## src/rtl/clct_sort_seq_cclut_if.sv

```systemverilog
// Bus between the ccLUT serial sorter and its neighbours.
// Carries the start/enable controls, the muxed per-group inputs selected by
// grp_sel, and the registered best-CLCT result with busy/done status.
//   master : driver of start, grp_en, pat_thresh and the grp_* inputs
//   slave  : the sorter, which drives grp_sel, busy, done and best_*
interface clct_sort_seq_cclut_if #(
  parameter int unsigned NGRP    = 7,
  parameter int unsigned MXPATB  = 7,
  parameter int unsigned MXKEYB  = 5,
  parameter int unsigned MXKEYBX = 8,
  parameter int unsigned MXOFFSB = 4,
  parameter int unsigned MXQLTB  = 9,
  parameter int unsigned MXBNDB  = 5,
  parameter int unsigned MXPATC  = 12,
  parameter int unsigned MXXKYB  = 10
);
  logic                start;
  logic [NGRP-1:0]     grp_en;
  logic [MXPATB-1:0]   pat_thresh;
  logic [2:0]          grp_sel;
  logic [MXPATB-1:0]   grp_pat;
  logic [MXKEYB-1:0]   grp_key;
  logic [MXOFFSB-1:0]  grp_offs;
  logic [MXQLTB-1:0]   grp_qlt;
  logic [MXBNDB-1:0]   grp_bend;
  logic [MXPATC-1:0]   grp_carry;
  logic                busy;
  logic                done;
  logic                best_vld;
  logic [MXPATB-1:0]   best_pat;
  logic [MXQLTB-1:0]   best_qlt;
  logic [MXBNDB-1:0]   best_bend;
  logic [MXPATC-1:0]   best_carry;
  logic [MXKEYBX-1:0]  best_key;
  logic [MXXKYB-1:0]   best_subkey;

  modport master (
    output start, grp_en, pat_thresh,
    output grp_pat, grp_key, grp_offs, grp_qlt, grp_bend, grp_carry,
    input  grp_sel, busy, done,
    input  best_vld, best_pat, best_qlt, best_bend, best_carry, best_key, best_subkey
  );

  modport slave (
    input  start, grp_en, pat_thresh,
    input  grp_pat, grp_key, grp_offs, grp_qlt, grp_bend, grp_carry,
    output grp_sel, busy, done,
    output best_vld, best_pat, best_qlt, best_bend, best_carry, best_key, best_subkey
  );
endinterface

```

## src/rtl/clct_sort_seq_cclut.sv

```systemverilog
// Serial ccLUT best-CLCT sorter: one shared comparator scans the 7 CFEB
// key-groups one per clock, keeps a running best, then applies the ccLUT
// key/offset correction and presents one registered best CLCT.
// Ports:
//   clock, reset : clock and synchronous active-high reset
//   bus (slave)  : start/grp_en/pat_thresh in, grp_sel out (external input mux),
//                  grp_pat/key/offs/qlt/bend/carry in, busy/done/best_* out
// Build option: define CCLUT_SORT_QLT_EN to sort on {grp_pat, grp_qlt} so that
// quality breaks pattern ties; otherwise the sort key is grp_pat alone.
// Timing: start edge E0, groups sampled on E1..E7, outputs and done after E8.
module clct_sort_seq_cclut (
  input  logic                  clock,
  input  logic                  reset,
  clct_sort_seq_cclut_if.slave  bus
);

  localparam int unsigned NGRP    = 7;
  localparam int unsigned MXPATB  = 7;
  localparam int unsigned MXKEYB  = 5;
  localparam int unsigned MXKEYBX = 8;
  localparam int unsigned MXOFFSB = 4;
  localparam int unsigned MXQLTB  = 9;
  localparam int unsigned MXBNDB  = 5;
  localparam int unsigned MXPATC  = 12;
  localparam int unsigned MXXKYB  = 10;
  localparam logic [2:0]  LAST_GRP = 3'(NGRP - 1);

`ifdef CCLUT_SORT_QLT_EN
  localparam int unsigned SORTB = MXPATB + MXQLTB;
`else
  localparam int unsigned SORTB = MXPATB;
`endif

  typedef enum logic [1:0] {S_IDLE, S_SCAN, S_CALC, S_DONE} state_t;

  state_t              state, state_nxt;
  logic [2:0]          grp_sel_q, grp_sel_nxt;
  logic                busy_q, busy_nxt;
  logic                done_q, done_nxt;

  // running best candidate
  logic [MXPATB-1:0]   run_pat_q,   run_pat_nxt;
  logic [2:0]          run_grp_q,   run_grp_nxt;
  logic [MXKEYB-1:0]   run_key_q,   run_key_nxt;
  logic [MXOFFSB-1:0]  run_offs_q,  run_offs_nxt;
  logic [MXQLTB-1:0]   run_qlt_q,   run_qlt_nxt;
  logic [MXBNDB-1:0]   run_bend_q,  run_bend_nxt;
  logic [MXPATC-1:0]   run_carry_q, run_carry_nxt;

  // registered result
  logic                best_vld_q,    best_vld_nxt;
  logic [MXPATB-1:0]   best_pat_q,    best_pat_nxt;
  logic [MXQLTB-1:0]   best_qlt_q,    best_qlt_nxt;
  logic [MXBNDB-1:0]   best_bend_q,   best_bend_nxt;
  logic [MXPATC-1:0]   best_carry_q,  best_carry_nxt;
  logic [MXKEYBX-1:0]  best_key_q,    best_key_nxt;
  logic [MXXKYB-1:0]   best_subkey_q, best_subkey_nxt;

  logic [7:0]          en_pad;
  logic                grp_en_cur;
  logic [SORTB-1:0]    cand_sort, run_sort;
  logic                cand_wins;
  logic [MXKEYBX-1:0]  key_full, key_corr;
  logic [1:0]          sub_lsb;

  // Enable of the group currently on the mux; padded so index 7 reads 0.
  assign en_pad     = 8'(bus.grp_en);
  assign grp_en_cur = en_pad[grp_sel_q];

  // Sort keys of the incoming group and the running best.
`ifdef CCLUT_SORT_QLT_EN
  assign cand_sort = {bus.grp_pat, bus.grp_qlt};
  assign run_sort  = {run_pat_q, run_qlt_q};
`else
  assign cand_sort = bus.grp_pat;
  assign run_sort  = run_pat_q;
`endif

  // Strictly greater only: ties keep the earlier (lower-index) group.
  assign cand_wins = grp_en_cur && (cand_sort > run_sort);

  // ccLUT key correction; modulo-256 wrap below zero is intended.
  assign key_full = {run_grp_q, run_key_q};
  assign key_corr = key_full
                  + MXKEYBX'(run_offs_q[3:2])
                  + MXKEYBX'(run_offs_q[1] & run_offs_q[0])
                  - MXKEYBX'(2);
  assign sub_lsb  = 2'(run_offs_q[1:0] + 2'd1);

  // State and datapath registers.
  always_ff @(posedge clock) begin
    if (reset) begin
      state         <= S_IDLE;
      grp_sel_q     <= '0;
      busy_q        <= 1'b0;
      done_q        <= 1'b0;
      run_pat_q     <= '0;
      run_grp_q     <= '0;
      run_key_q     <= '0;
      run_offs_q    <= '0;
      run_qlt_q     <= '0;
      run_bend_q    <= '0;
      run_carry_q   <= '0;
      best_vld_q    <= 1'b0;
      best_pat_q    <= '0;
      best_qlt_q    <= '0;
      best_bend_q   <= '0;
      best_carry_q  <= '0;
      best_key_q    <= '0;
      best_subkey_q <= '0;
    end else begin
      state         <= state_nxt;
      grp_sel_q     <= grp_sel_nxt;
      busy_q        <= busy_nxt;
      done_q        <= done_nxt;
      run_pat_q     <= run_pat_nxt;
      run_grp_q     <= run_grp_nxt;
      run_key_q     <= run_key_nxt;
      run_offs_q    <= run_offs_nxt;
      run_qlt_q     <= run_qlt_nxt;
      run_bend_q    <= run_bend_nxt;
      run_carry_q   <= run_carry_nxt;
      best_vld_q    <= best_vld_nxt;
      best_pat_q    <= best_pat_nxt;
      best_qlt_q    <= best_qlt_nxt;
      best_bend_q   <= best_bend_nxt;
      best_carry_q  <= best_carry_nxt;
      best_key_q    <= best_key_nxt;
      best_subkey_q <= best_subkey_nxt;
    end
  end

  // Next-state, scan and result logic.
  always_comb begin
    state_nxt       = state;
    grp_sel_nxt     = grp_sel_q;
    busy_nxt        = busy_q;
    done_nxt        = 1'b0;
    run_pat_nxt     = run_pat_q;
    run_grp_nxt     = run_grp_q;
    run_key_nxt     = run_key_q;
    run_offs_nxt    = run_offs_q;
    run_qlt_nxt     = run_qlt_q;
    run_bend_nxt    = run_bend_q;
    run_carry_nxt   = run_carry_q;
    best_vld_nxt    = best_vld_q;
    best_pat_nxt    = best_pat_q;
    best_qlt_nxt    = best_qlt_q;
    best_bend_nxt   = best_bend_q;
    best_carry_nxt  = best_carry_q;
    best_key_nxt    = best_key_q;
    best_subkey_nxt = best_subkey_q;

    unique case (state)
      S_IDLE: begin
        grp_sel_nxt = '0;
        busy_nxt    = 1'b0;
        if (bus.start) begin
          state_nxt = S_SCAN;
          busy_nxt  = 1'b1;
        end
      end

      S_SCAN: begin
        // Group 0 seeds the running best unconditionally (zeros if disabled).
        if (grp_sel_q == 3'd0) begin
          run_grp_nxt   = 3'd0;
          run_pat_nxt   = grp_en_cur ? bus.grp_pat   : '0;
          run_key_nxt   = grp_en_cur ? bus.grp_key   : '0;
          run_offs_nxt  = grp_en_cur ? bus.grp_offs  : '0;
          run_qlt_nxt   = grp_en_cur ? bus.grp_qlt   : '0;
          run_bend_nxt  = grp_en_cur ? bus.grp_bend  : '0;
          run_carry_nxt = grp_en_cur ? bus.grp_carry : '0;
        end else if (cand_wins) begin
          run_grp_nxt   = grp_sel_q;
          run_pat_nxt   = bus.grp_pat;
          run_key_nxt   = bus.grp_key;
          run_offs_nxt  = bus.grp_offs;
          run_qlt_nxt   = bus.grp_qlt;
          run_bend_nxt  = bus.grp_bend;
          run_carry_nxt = bus.grp_carry;
        end
        if (grp_sel_q == LAST_GRP) begin
          state_nxt   = S_CALC;
          grp_sel_nxt = '0;
        end else begin
          grp_sel_nxt = 3'(grp_sel_q + 3'd1);
        end
      end

      S_CALC: begin
        best_pat_nxt    = run_pat_q;
        best_qlt_nxt    = run_qlt_q;
        best_bend_nxt   = run_bend_q;
        best_carry_nxt  = run_carry_q;
        best_key_nxt    = key_corr;
        best_subkey_nxt = {key_corr, sub_lsb};
        best_vld_nxt    = (run_pat_q >= bus.pat_thresh) && (run_pat_q != '0);
        done_nxt        = 1'b1;
        state_nxt       = S_DONE;
      end

      S_DONE: begin
        busy_nxt  = 1'b0;
        state_nxt = S_IDLE;
      end

      default: begin
        state_nxt   = S_IDLE;
        busy_nxt    = 1'b0;
        grp_sel_nxt = '0;
      end
    endcase
  end

  assign bus.grp_sel     = grp_sel_q;
  assign bus.busy        = busy_q;
  assign bus.done        = done_q;
  assign bus.best_vld    = best_vld_q;
  assign bus.best_pat    = best_pat_q;
  assign bus.best_qlt    = best_qlt_q;
  assign bus.best_bend   = best_bend_q;
  assign bus.best_carry  = best_carry_q;
  assign bus.best_key    = best_key_q;
  assign bus.best_subkey = best_subkey_q;

endmodule

```

## src/flat_wrapper.sv

```systemverilog
// flat-port wrapper written by rule: the top's interface ports become plain ports
module clct_sort_seq_cclut_flat 
  (clock, reset, bus_start, bus_grp_en, bus_pat_thresh, bus_grp_pat, bus_grp_key, bus_grp_offs, bus_grp_qlt, bus_grp_bend, bus_grp_carry, bus_grp_sel, bus_busy, bus_done, bus_best_vld, bus_best_pat, bus_best_qlt, bus_best_bend, bus_best_carry, bus_best_key, bus_best_subkey);
  clct_sort_seq_cclut_if bus_i ();
  input  logic clock;
  input  logic reset;
  input wire logic [$bits(bus_i.start)-1:0] bus_start;
  input wire logic [$bits(bus_i.grp_en)-1:0] bus_grp_en;
  input wire logic [$bits(bus_i.pat_thresh)-1:0] bus_pat_thresh;
  input wire logic [$bits(bus_i.grp_pat)-1:0] bus_grp_pat;
  input wire logic [$bits(bus_i.grp_key)-1:0] bus_grp_key;
  input wire logic [$bits(bus_i.grp_offs)-1:0] bus_grp_offs;
  input wire logic [$bits(bus_i.grp_qlt)-1:0] bus_grp_qlt;
  input wire logic [$bits(bus_i.grp_bend)-1:0] bus_grp_bend;
  input wire logic [$bits(bus_i.grp_carry)-1:0] bus_grp_carry;
  output wire logic [$bits(bus_i.grp_sel)-1:0] bus_grp_sel;
  output wire logic [$bits(bus_i.busy)-1:0] bus_busy;
  output wire logic [$bits(bus_i.done)-1:0] bus_done;
  output wire logic [$bits(bus_i.best_vld)-1:0] bus_best_vld;
  output wire logic [$bits(bus_i.best_pat)-1:0] bus_best_pat;
  output wire logic [$bits(bus_i.best_qlt)-1:0] bus_best_qlt;
  output wire logic [$bits(bus_i.best_bend)-1:0] bus_best_bend;
  output wire logic [$bits(bus_i.best_carry)-1:0] bus_best_carry;
  output wire logic [$bits(bus_i.best_key)-1:0] bus_best_key;
  output wire logic [$bits(bus_i.best_subkey)-1:0] bus_best_subkey;
  assign bus_i.start = bus_start;
  assign bus_i.grp_en = bus_grp_en;
  assign bus_i.pat_thresh = bus_pat_thresh;
  assign bus_i.grp_pat = bus_grp_pat;
  assign bus_i.grp_key = bus_grp_key;
  assign bus_i.grp_offs = bus_grp_offs;
  assign bus_i.grp_qlt = bus_grp_qlt;
  assign bus_i.grp_bend = bus_grp_bend;
  assign bus_i.grp_carry = bus_grp_carry;
  assign bus_grp_sel = bus_i.grp_sel;
  assign bus_busy = bus_i.busy;
  assign bus_done = bus_i.done;
  assign bus_best_vld = bus_i.best_vld;
  assign bus_best_pat = bus_i.best_pat;
  assign bus_best_qlt = bus_i.best_qlt;
  assign bus_best_bend = bus_i.best_bend;
  assign bus_best_carry = bus_i.best_carry;
  assign bus_best_key = bus_i.best_key;
  assign bus_best_subkey = bus_i.best_subkey;
  clct_sort_seq_cclut u_core (.clock(clock), .reset(reset), .bus(bus_i));
endmodule
```

## config.mk

```make
export PLATFORM = sky130hd
export DESIGN_NAME = clct_sort_seq_cclut_flat
export DESIGN_NICKNAME = d
export VERILOG_FILES = /design/src/rtl/clct_sort_seq_cclut_if.sv /design/src/rtl/clct_sort_seq_cclut.sv /design/src/flat_wrapper.sv
export SDC_FILE = /design/constraint.sdc
export NUM_CORES = 1
export LEC_CHECK = 0
export ABC_AREA = 1
export BUFFER_PORTS_ARGS = -buffer_cell sky130_fd_sc_hd__buf_2
export CORE_MARGIN = 2
export CORE_UTILIZATION = 50
export DETAILED_ROUTE_END_ITERATION = 8
export PLACE_DENSITY = 0.83
export SETUP_SLACK_MARGIN = 0.2
export SLEW_MARGIN = 40
export SYNTH_ARGS = -nofsm -noshare
export SYNTH_HDL_FRONTEND = slang
export SYNTH_SLANG_ARGS = --single-unit
```

## constraint.sdc

```tcl
create_clock -name clock -period 3.2 [get_ports clock]
set_input_delay 0.32 -clock clock [delete_from_list [all_inputs] [get_ports clock]]
set_output_delay 0.32 -clock clock [all_outputs]
set_load 0.005 [all_outputs]
```

==> summary.md <==
| Metric | Value |
|---|---|
| Status | finished clean |
| Rows | 35 |
| Crit. path cell count | 14 |
| Initial Utilization | 51.1% |
| CP max-delay cell | fa_1 |
| GPL Wtd Cong | 0.877 |
| # resized after CTS | 0 |
| Critical path endpoint | u_core.bus.best_subkey[9]$_SDFFE_PP0P_ |
| Hold/Removal Path Class | input pin to register |
| CP required | 3.45 ns |
| Data arrival, critical path | 2.48 ns |
| Number of synthesized register bits | 96 |
| Post-layout min period | 2.23 ns |
| Family with the most delay on the worst path | adder cells |
| Fmax | 0.449 GHz |
| Initial antenna violation count | 1 |
| Max Cap Violations | 0 |
| Die Wd | 101 um |
| Net Sw Power | 2.20 mW |
| Critical path origin | u_core.run_offs_q[0]$_SDFFE_PP0P_ |
| Share of layout cells above drive strength 1 | 19.3% |
| Syn Inst Count | 669 |
| Commonest cells post-synth | 133 x nand2_1, 125 x nor2_1, 96 x dfxtp_1 |
| Crit-path cells | ha_1, inv_1, fa_1, inv_1, ha_1, fa_1, nand3_1, nand3_1, nand2_1, nand2_1, a21oi_1, nor2_1, o21ai_0, inv_1 |
| Largest cells by area after synthesis | dfxtp_1 41%, nand2_1 11%, nor2_1 10% |
| Gr usage total | 21.2% |
| Critical path's largest stage delay | 0.42 ns |
| Post-synthesis async set-or-reset flop share | 0% |
| P&R area growth vs syn | 15.7% |
| Routed vias/inst | 5.08 |
| Max clock buf depth | 2 |
| Endpoints failing setup | 0 |
| Port Buffer Count | 115 |
| Area leader, netlist | dfxtp_1 |
| Max H-tree Level | 3 |
| Leakage Power | 2.84 nW |
| Critical R2R Launch | u_core.run_offs_q[0]$_SDFFE_PP0P_ |
| Full die area | 0.0101 mm2 |
| Main flop type after synthesis | dfxtp_1 |
| First-pass GRT wire length | 17,500 um |
| PD cells | 955 mW/mm2 |
| Post-DP HPWL | 7350 um |
| Peak VDD IR | 0.000428 V |
| Drt pass-1 iters | 4 |
| Number of enable flip-flop cells after synthesis | 0 |
| Final period util | 69.7% |
| Critical path capture point type | register |
| Hold_buf cts | 0 |
| Fin Hold WS | 0.274 ns |
| Pin count of the biggest net entering global routing | 69 |
| Switching share of power | 42.5% |
| Most used cell, CP | inv_1 |
| WL per Instance | 12.4 um |
| Ys Warns | 0 |
| Seq pwr share | 36.4% |
| Hold_sp | bus_grp_carry[1] |
| I/O pin count | 116 |
| Final wirelength | 10,800 um |
| Worst Skew | 0.0119 ns |
| Part of the Yosys area used for sequential elements | 41.1% |
| Post-route DRC | 0 |
| CTS Root Buffer Type | clkbuf_8 |
| Total power | 5.16 mW |
| CP Buf/Inv Count | 3 |
| CTS tree | built |
| Most common cell in the netlist | nand2_1 |
| Reg2reg setup slack | 0.97 ns |
| Post-route antenna net violation count | 0 |
| Clock Power Share | 16.3% |
| RSZ-0062 raised after global routing | false |
| Mapped cell area | 0.00467 mm2 |
| Area share of the largest cell type after synthesis | 41.1% |
| Setup Fix Bufs, Post-CTS | 0 |
| Initial drt markers | 154 |
| DR vias | 4,401 |
| Post-Syn Area per Cell | 6.99 um2 |
| Core box area | 0.00915 mm2 |
| Hold Vio Cnt, Final | 0 |
| ANT cells | 0 |
| Remaining global-route overflow | 0 |
| Cells on worst reg2reg path | 14 |
| CP Class | register to register |
| Mapped Nets | 756 |
| Pins Over Slew Limit | 0 |
| Reg-to-Reg End | u_core.bus.best_subkey[9]$_SDFFE_PP0P_ |
| Combinational power share | 47.3% |
| Crit path max fanout | 3 |
| Worst-path clk slew | 0.10 ns |
| Final net count | 838 |
| Synth unique cells | 25 |
| Slew margin rel. | 59.3% |
| Critical path startpoint category | register |
| Number of global-route vias before repair | 4,042 |
| Worst-skew pair later-pin latency | 0.36 ns |
| CTS Buf Count | 9 |
| Worst Tran Pin Value | 0.610 ns |
| Chip Height | 101 um |
| Pint | 2.97 mW |
| Setup_tns | 0 ns |
| Num Clock Sinks | 96 |
-- final cells by class --
type                            count  area, um2
Inverter                           59        224
Multi-Input combinational cell    463       2270
Clock inverter                      7       86.3
Tap cell                          111        139
Sequential cell                    96       1920
Clock buffer                        9        124
Timing Repair Buffer              122        641
Fill cell                         853       3740
-- logic make-up after synthesis --
kind of cell,synth area share (%)
AOI/OAI and AO/OA,12.5
xor gates and xnor gates,0.937
adders and majority gates,7.82
buffers and inverters,10.4
DFF,41.1
and+or+nand+nor,27.2
-- per-stage QoR --
step | cell area [um2] | setup slack, ns | util, % | cells
after floorplan | 4670 | 1.13 | - | 669
after global placement | 5190 | 1.03 | 56.8 | 851
after detailed placement | 5200 | 0.995 | 56.8 | 851
after CTS | 5410 | 0.974 | 59.1 | 867
after global routing | 5410 | 0.797 | 59.1 | 867
final | 5410 | 0.971 | 59.1 | 867
-- tightest hold or removal path: cells and delay by family --
family                 cells  cell delay (ns)
buffers and inverters      2             0.11
and+or+nand+nor            3             0.16
-- sequential cells by signal, summed over array words and instances, names as in the netlist --
signal,flops
u_core.bus.best_bend,5
u_core.bus.best_carry,12
u_core.bus.best_pat,7
u_core.bus.best_qlt,9
u_core.bus.best_subkey,10
u_core.bus.best_vld,1
u_core.bus.busy,1
u_core.bus.done,1
u_core.bus.grp_sel,3
u_core.run_bend_q,5
u_core.run_carry_q,12
u_core.run_grp_q,3
u_core.run_key_q,5
u_core.run_offs_q,4
u_core.run_pat_q,7
u_core.run_qlt_q,9
u_core.state,2
-- cell usage in the layout, fill, tap and decap left out, drive strengths merged --
cell type / n
a211oi: 3
a21o: 1
a21oi: 61
a31oi: 1
buf: 122
bufinv: 1
clkbuf: 9
clkinv: 1
clkinvlp: 1
dfxtp: 96
fa: 2
ha: 26
inv: 63
nand2: 134
nand3: 50
nand3b: 1
nand4: 3
nor2: 126
nor3: 2
o21ai: 47
o221ai: 1
xor2: 5
-- how the worst min path moves through the flow --
| stage | endpoint | cells after the start |
|---|---|---|
| floorplan | u_core.bus.best_carry[1]$_SDFFE_PP0P_ | 2 |
| global placement | u_core.bus.busy$_SDFFE_PP0P_ | 2 |
| detailed placement | u_core.bus.best_carry[1]$_SDFFE_PP0P_ | 2 |
| CTS | u_core.run_carry_q[1]$_SDFFE_PP0P_ | 5 |
| global route | u_core.run_carry_q[1]$_SDFFE_PP0P_ | 5 |
| finish | u_core.run_carry_q[1]$_SDFFE_PP0P_ | 5 |
-- metal layers --
metal  wire [um]  vias up  track usage (%)
met2        5200      111             36.7
met5          13        -                0
li1            -     2282                -
met4         219        2             8.54
met3         440       18             3.74
met1        4900     1988             26.1
-- power groups by stage --
stage / combinational, mW / clock, mW / sequential (mW)
6_report: 2.44 / 0.840 / 1.88
3_5_place_dp: 2.43 / 0 / 1.90
5_1_grt: 2.82 / 0.901 / 1.93
3_3_place_gp: 2.35 / 0 / 1.88
2_1_floorplan: 1.86 / 0 / 1.87
4_1_cts: 2.45 / 0.859 / 1.88
Note: power is estimated with default switching activity, not from simulation.
